===== src/rtl/nonzero_scheduler.sv =====
// Sparse-vector scheduler: captures one vector, then emits its nonzero elements in
// ascending index order with a valid/ready handshake, followed by a one-cycle done pulse.
module nonzero_scheduler #(
  parameter int unsigned NUM_ELEM   = 16,
  parameter int unsigned DATA_WIDTH = 16,
  localparam int unsigned IDX_W     = $clog2(NUM_ELEM)
) (
  input  logic                           clk,
  input  logic                           rst,
  input  logic                           in_valid,
  output logic                           in_ready,
  input  logic [NUM_ELEM*DATA_WIDTH-1:0] in_data,
  output logic                           out_valid,
  input  logic                           out_ready,
  output logic [IDX_W-1:0]               out_index,
  output logic [DATA_WIDTH-1:0]          out_data,
  output logic                           out_last,
  output logic                           done,
  output logic                           busy
);

  typedef enum logic [1:0] {StIdle, StScan, StDone} state_e;

  state_e                          state_q, state_d;
  logic [NUM_ELEM-1:0]             mask_q, mask_d;
  logic [NUM_ELEM*DATA_WIDTH-1:0]  data_q, data_d;

  logic [NUM_ELEM-1:0]   in_mask;
  logic [IDX_W-1:0]      lsb_idx;
  logic                  single_bit;
  logic [DATA_WIDTH-1:0] sel_data;

  always_comb begin
    in_mask = '0;
    for (int i = 0; i < int'(NUM_ELEM); i++) begin
      in_mask[i] = |in_data[i*DATA_WIDTH +: DATA_WIDTH];
    end
  end

  // Descending scan so the lowest set bit is the last one to win.
  always_comb begin
    lsb_idx = '0;
    for (int i = int'(NUM_ELEM) - 1; i >= 0; i--) begin
      if (mask_q[i]) begin
        lsb_idx = IDX_W'(i);
      end
    end
  end

  assign single_bit = (mask_q != '0) && ((mask_q & (mask_q - NUM_ELEM'(1))) == '0);
  assign sel_data   = data_q[lsb_idx*DATA_WIDTH +: DATA_WIDTH];

  always_comb begin
    state_d   = state_q;
    mask_d    = mask_q;
    data_d    = data_q;
    in_ready  = 1'b0;
    out_valid = 1'b0;
    done      = 1'b0;
    unique case (state_q)
      StIdle: begin
        in_ready = 1'b1;
        if (in_valid) begin
          data_d  = in_data;
          mask_d  = in_mask;
          state_d = StScan;
        end
      end
      StScan: begin
        if (mask_q == '0) begin
          state_d = StDone;
        end else begin
          out_valid = 1'b1;
          if (out_ready) begin
            mask_d[lsb_idx] = 1'b0;
            if (single_bit) begin
              state_d = StDone;
            end
          end
        end
      end
      StDone: begin
        done    = 1'b1;
        state_d = StIdle;
      end
      default: state_d = StIdle;
    endcase
  end

  assign out_index = out_valid ? lsb_idx : '0;
  assign out_data  = out_valid ? sel_data : '0;
  assign out_last  = out_valid & single_bit;
  assign busy      = (state_q != StIdle);

  always_ff @(posedge clk) begin
    if (rst) begin
      state_q <= StIdle;
      mask_q  <= '0;
      data_q  <= '0;
    end else begin
      state_q <= state_d;
      mask_q  <= mask_d;
      data_q  <= data_d;
    end
  end

endmodule


===== config.mk =====
export PLATFORM = sky130hd
export DESIGN_NAME = nonzero_scheduler
export DESIGN_NICKNAME = d
export VERILOG_FILES = /design/src/rtl/nonzero_scheduler.sv
export SDC_FILE = /design/constraint.sdc
export NUM_CORES = 1
export LEC_CHECK = 0
export ABC_AREA = 1
export CELL_PAD_IN_SITES_DETAIL_PLACEMENT = 0
export CELL_PAD_IN_SITES_GLOBAL_PLACEMENT = 1
export CORE_MARGIN = 2
export CORE_UTILIZATION = 33
export DETAILED_ROUTE_END_ITERATION = 8
export PLACE_DENSITY = 0.86
export REMOVE_ABC_BUFFERS = 1
export SYNTH_ARGS = -nofsm -noshare
export SYNTH_HDL_FRONTEND = slang
export SYNTH_SLANG_ARGS = --single-unit

===== constraint.sdc =====
create_clock -name clk -period 2.03 [get_ports clk]
set_input_delay 0.406 -clock clk [delete_from_list [all_inputs] [get_ports clk]]
set_output_delay 0.406 -clock clk [all_outputs]
set_load 0.01 [all_outputs]

### After elaboration in Yosys (flattened, before gate mapping)

Cells that the tools add are included.
Widths: inputs -> output; s select.

* register bits after elaboration: 274
* latch bits: 0
* RAM bits: 0
* ROM bits: 0
* memories kept: 0
* word-level logic and storage cells: 78
* output and inout port bits: 25
* input bits: 260

* equality and inequality tests: 7
* $add $sub $neg: 1
* div/mod/pow operators: 0
* reduce and logical (&&, ||, !) cells: 27
* multipliers: 0
* $lt $le $gt $ge: 2
* multiplexer cells: 33
* bitwise logic cells: 4
* shifts and indexed selects: 1

Operators with widths (number)
* $reduce_or 16->1: 16
* $shiftx 256x9->16: 1
* $mux 4: 17
* $mux 16: 4
* $and 16x16->16: 2
* $logic_not 16->1: 2
* $pmux 16 s2: 1
* $not 16->16: 1
* $reduce_bool 16->1: 1
* $sub 16x1->16 const B: 1
* $mux 2: 4
* $ne 2x2->1 const B: 3
* $ne 3x3->1 const B: 2
* $lt 4x5->1 const B: 1
* $mux 1: 5
* $demux 1 s4: 1
* $ge 4x1->1 const B: 1
* $pmux 2 s2: 1
* $reduce_and 4->1: 1
* $reduce_bool 2->1: 2
* $reduce_and 3->1: 1
* $eq 2x1->1 const B: 1
* $eq 2x2->1 const B: 1
* $logic_and 1x1->1: 2
* 3 further kinds: 3

### Longest topological paths before layout

* depth in word-level cells: 25
* gate-level depth with buffers: 21
* depth with buffers taken out: 19

### Worst setup path after synthesis

No wires, ideal clock.

* kind: register to output
* from: register mask_q[11]
* to: output out_data[13]
* buffers on the path: 2
* arrival time: 1844 ps
* required time: 1624 ps
* cell stages (with the launch flop): 21
* slack: -220 ps
* cells stage by stage: dfxtp_1 -> inv_1 -> a21oi_1 -> nand2_1 -> nand2_1 -> nand2_1 -> nand2_1 -> nand2_1 -> nand2_1 -> nand2_1 -> nand2_2 -> nand2_4 -> nand2_4 -> nand2_1 -> buf_6 -> buf_6 -> nand3b_1 -> nand3_1 -> nand2_1 -> nand2_1 -> nor2_1

* longest elaborated chain between the ends: 14
* elaborated cells between the ends (all ways): 17
* classes of those cells: 1 x shift; 15 x mux; 1 x reduce/logical

Ends and longest elaborated chain
* from (decl): RTL line 25 `logic [NUM_ELEM-1:0] mask_q, mask_d;`
* from (signal assigned): RTL line 102 `mask_q <= mask_d;`
* $mux 4 (12 in series): RTL line 44 `if (mask_q[i]) begin`
* $shiftx 256x9->16: RTL line 51 `assign sel_data = data_q[lsb_idx*DATA_WIDTH +: DATA_WIDTH];`
* $mux 16 (*): RTL line 91 `assign out_data = out_valid ? sel_data : '0;`
* to (decl): RTL line 16 `output logic [DATA_WIDTH-1:0] out_data,`

Mark *: on every way between the ends. The rest lies on a longest branch, timed or not.

### Worst setup path after layout

Ends and elaborated chain as after synthesis.

==> impl_summary.md <==
Clock network
The maximum clock insertion buffer count is 3. The clock transition at the registers of the reported paths is approximately 0.07 ns. The tree is rooted in a sky130_fd_sc_hd__clkbuf_16.

In this run the number of H-tree levels came out at 1. For the worst-skew pair, the clock arrives at the later sink with an insertion delay of 0.57 ns. The number of hold-repair buffers added at the cts stage is 0.

TritonCTS built the clock tree. Buffers inserted during clock tree synthesis total 30. The clock net sink count is ~270.

Yosys
Counting every instance in the synthesized netlist gives 1,991. The complex-gate fraction of the synthesized area is around 20%. The per-instance average area after synthesis is 6.89 sq um. Sequential cells were found to cover between 30% and 40% of the synthesized design area. The synthesis-stage register bit count is ~270. During synthesis, Yosys emitted a total of 0 warnings. The xor and xnor fraction of the mapped netlist area is 0%. Summed over its instances, the top area cell type makes up 40.0% of the synthesized netlist area. Counting flops with a built-in enable in the synthesized netlist gives 0. Ranked by total cell area, the synthesized netlist is headed by sky130_fd_sc_hd__dfxtp_1 (40%), sky130_fd_sc_hd__o21ai_0 (10%), sky130_fd_sc_hd__inv_1 (8.0%), sky130_fd_sc_hd__a21oi_1 (7.5%), sky130_fd_sc_hd__nand4_1 (5.6%).

The distinct cell type count after synthesis is 34. The portion of synthesized area spent on multiplexers is 0%. The dominant combinational cell family by area after synthesis is simple AND/OR/NAND/NOR gates. In the synthesized netlist the async set-or-reset flop fraction comes to 0%. Among all flip-flop cells after synthesis, the most frequent one is sky130_fd_sc_hd__dfxtp_1.

sky130_fd_sc_hd__dfxtp_1 takes more of the synthesized area than any other cell. The basic-gate share of the synthesized area counting and, or, nand and nor cells is around a quarter. The post-synthesis adder-cell area fraction is 0.0729%. The mapped netlist covers roughly 14,000 sq um.

Floorplan
The starting utilization of the core area is around a third. The area enclosed by the die boundary is 43,200 sq um. The number of I/O pins is between 200 and 300. The total area inside the core boundary comes to between 40,000 and 50,000 sq um.

The floorplan has 74 rows. The die is between 200 and 250 microns wide. The chip height is about 210 microns.

Outcome
The checks that failed: setup timing. The run finished, with violations left.

Power and ir drop
The analysis attributes to cell leakage a power of 0.00906 uW. In this run the power density over the cells is roughly 1000 nW/um^2. The maximum VDD drop is ~0.72 mV.

Min path
The worst hold path terminates at data_q[108]$_SDFFE_PP0P_. In this run the worst hold path is classified as in -> reg. The source of the worst hold timing path is in_data[108]. The number of stages on the worst hold path is 3.

Timing
The final setup violation count is 40. At the pin with the least slew margin, the transition time is around 0.8 ns. For the final database, setup skew stands at roughly 0.014 ns. For this run, the top clock speed supported by timing is slightly below 300 MHz.

The post-route minimum period is 3.35 ns. The count of final hold-check violations is 0. The relative slew slack is 46.6%.

The final critical-path share of the clock period is 165%. Setup repair after global routing could not meet its margin everywhere. The number of max-slew violations in the final report is 0. The post-route worst setup slack is -1.32 ns.

Global routing
Global routing used a little over a quarter of the available tracks across all layers. The first global-routing pass estimated 89.1 mm of wire. The met3 routing resource usage after global routing is 4.08%. The global routing usage on met2 is ~44%.

The number of global-route vias before repair is around 15,000. The global routing usage on met1 is 33.8%. The largest net degree at the start of global routing is 85. The layer with the highest usage is met2. The total overflow left after global routing is 0.

The number of antenna violations at the first check in global routing is 3.

Critical path
Setup slack on the worst reg-to-reg path comes out at -0.41 ns. The startpoint kind of the worst setup timing path is a flip-flop. In this run the critical register-to-register path is launched from mask_q[11]$_SDFFE_PP0P_.

The element type at the critical path end is a primary output. The peak fanout along the critical path is 14. The worst reg-to-reg path cell count is 17. For the worst setup path, the data required time is ~1.6 ns. The critical path is of the reg -> out type.

The terminus of the critical flop-to-flop path is mask_q[14]$_SDFFE_PP0P_. The arrival time at the worst endpoint is about 3.0 ns.

Placed design
The number of buffers inserted by port buffering is roughly 280. After detailed placement, the design holds a cell count of ~2,900. The global placer's final weighted congestion is approximately 0.95. Timing analysis after detailed placement gives a worst setup slack of -1.20 ns. The HPWL after detailed placement is about 43 mm. The standard cell area after detailed placement is 18,500 sq um.

Drt
The DRC violation total after the first TritonRoute iteration is 1,245. The wire length reported by the detailed router is approximately 60 mm. The detail route stage leaves a number of antenna-violating nets equal to 0.

The via total after detailed routing is about 16,000. In the routed design, unresolved DRC markers number 0. The average via count per standard cell is ~5.4. After detailed routing, the average wire length per cell comes to 20.2 microns. The first TritonRoute pass finished after 6 iterations.

Finish
The final net count is approximately 2,700. After routing the design area is between 20,000 and 25,000 sq um. The most common cell after layout, fill and taps aside is sky130_fd_sc_hd__inv_1.

Cells with a size suffix above 1 make up between 20% and 30% of the layout. Leaving out fill and tap cells, the most frequent cells in the layout are sky130_fd_sc_hd__inv_1 (267), sky130_fd_sc_hd__dfxtp_1 (263), sky130_fd_sc_hd__o21ai_0 (262). For this run, the number of standard cells in the final layout without fillers is 2,977. The area growth from synthesis to layout is 57.9%.

Flow run
The number of maximum-capacitance constraint violations is 0.
-- worst max path at each step --
stage	startpoint	to	slack, ns
floorplan	state_q[0]$_SDFFE_PP0P_	data_q[100]$_SDFFE_PP0P_	-8.43
CTS	mask_q[11]$_SDFFE_PP0P_	out_data[6]	-1.21
detailed placement	mask_q[14]$_SDFFE_PP0P_	out_data[13]	-1.20
finish	mask_q[11]$_SDFFE_PP0P_	out_data[13]	-1.32
global route	mask_q[11]$_SDFFE_PP0P_	out_data[13]	-1.41
global placement	mask_q[14]$_SDFFE_PP0P_	out_data[14]	-1.22
-- power breakdown --
part           switching (uW)  internal (uW)  total, uW
combinational            5350           4370       9710
sequential                249           5960       6210
clock                    2350           3820       6160
-- synthesized netlist by cell type, types with 2 or more instances --
| library cell | instances |
|---|---|
| sky130_fd_sc_hd__o21ai_0 | 285 |
| sky130_fd_sc_hd__inv_1 | 292 |
| sky130_fd_sc_hd__nor2_2 | 2 |
| sky130_fd_sc_hd__o21ai_1 | 14 |
| sky130_fd_sc_hd__nand4_1 | 123 |
| sky130_fd_sc_hd__clkbuf_1 | 125 |
| sky130_fd_sc_hd__nand2_4 | 2 |
| sky130_fd_sc_hd__o22ai_1 | 2 |
| sky130_fd_sc_hd__a21oi_4 | 2 |
| sky130_fd_sc_hd__a31oi_1 | 15 |
| sky130_fd_sc_hd__dfxtp_1 | 274 |
| sky130_fd_sc_hd__a41o_1 | 5 |
| sky130_fd_sc_hd__buf_6 | 6 |
| sky130_fd_sc_hd__nor3_1 | 7 |
| sky130_fd_sc_hd__a21oi_1 | 207 |
| sky130_fd_sc_hd__o211ai_1 | 4 |
| sky130_fd_sc_hd__nand2_1 | 159 |
| sky130_fd_sc_hd__nor4_1 | 54 |
| sky130_fd_sc_hd__nand3_1 | 149 |
| sky130_fd_sc_hd__nand2_2 | 3 |
| sky130_fd_sc_hd__buf_2 | 18 |
| sky130_fd_sc_hd__inv_2 | 5 |
| sky130_fd_sc_hd__buf_1 | 8 |
| sky130_fd_sc_hd__nand3b_1 | 70 |
| sky130_fd_sc_hd__o41ai_1 | 2 |
| sky130_fd_sc_hd__nor2_1 | 150 |
-- state kept, by name, indices dropped and copies added (netlist names) --
signal,cells
mask_q,16
state_q,2
data_q,256
-- cell type report --
class	count	area, sq um
Clock inverter	16	265
Antenna cell	2	5.00
Multi-Input combinational cell	1262	7390
Inverter	297	1140
Tap cell	532	666
Sequential cell	274	5500
Timing Repair Buffer	555	5850
Fill cell	3877	19300
Clock buffer	39	846
-- critical path, cell delays in order (launching register included) --
cell and delay (ns):
sky130_fd_sc_hd__dfxtp_4 0.37, sky130_fd_sc_hd__inv_2 0.05, sky130_fd_sc_hd__a21oi_2 0.14, sky130_fd_sc_hd__nand2_1 0.08, sky130_fd_sc_hd__nand2_1 0.06, sky130_fd_sc_hd__nand2_1 0.04, sky130_fd_sc_hd__nand2_1 0.06, sky130_fd_sc_hd__nand2_1 0.05
sky130_fd_sc_hd__nand2_1 0.05, sky130_fd_sc_hd__nand2_1 0.07, sky130_fd_sc_hd__nand2_2 0.11, sky130_fd_sc_hd__nand2_4 0.11, sky130_fd_sc_hd__buf_4 0.19, sky130_fd_sc_hd__a21oi_4 0.17, sky130_fd_sc_hd__buf_12 0.18, sky130_fd_sc_hd__nand3b_1 0.11
sky130_fd_sc_hd__nand3_1 0.12, sky130_fd_sc_hd__nand2_1 0.08, sky130_fd_sc_hd__nand2_1 0.14, sky130_fd_sc_hd__nor2_2 0.07, sky130_fd_sc_hd__buf_2 0.14
-- metal layers --
metal  vias up  routed length, microns
met2       653                   28600
met1      7675                   25000
li1       7637                       -
met3       127                    4250
met4         4                    2320
met5         -                      45
-- metrics by stage --
stage	hold WS [ns]	TNS [ns]	utilization [%]	total power, uW
CTS	0.390	-27.21	51.3	21300
global route	0.396	-33.40	52.9	23000
detailed placement	0.446	-26.34	45.2	13400
global placement	0.438	-26.19	45.2	13300
finish	0.405	-30.88	52.9	22100
floorplan	0.432	-1598.26	-	9780
-- cell families (layout without fill, tap and decap cells) --
family                     Yosys count  count (layout)
and+or+nand+nor                    720             720
AOI/OAI and AO/OA                  541             541
buffers and inverters              455             907
DFF                                274             274
adders and majority gates            1               1
other                                0               2
-- timing repair --
item	CTS	global route
gates cloned	14	3
resized for setup	302	134
pin swaps	73	70
endpoints found under the setup margin	43	40
setup buffers	38	12
(Power assumes the default switching activity.)
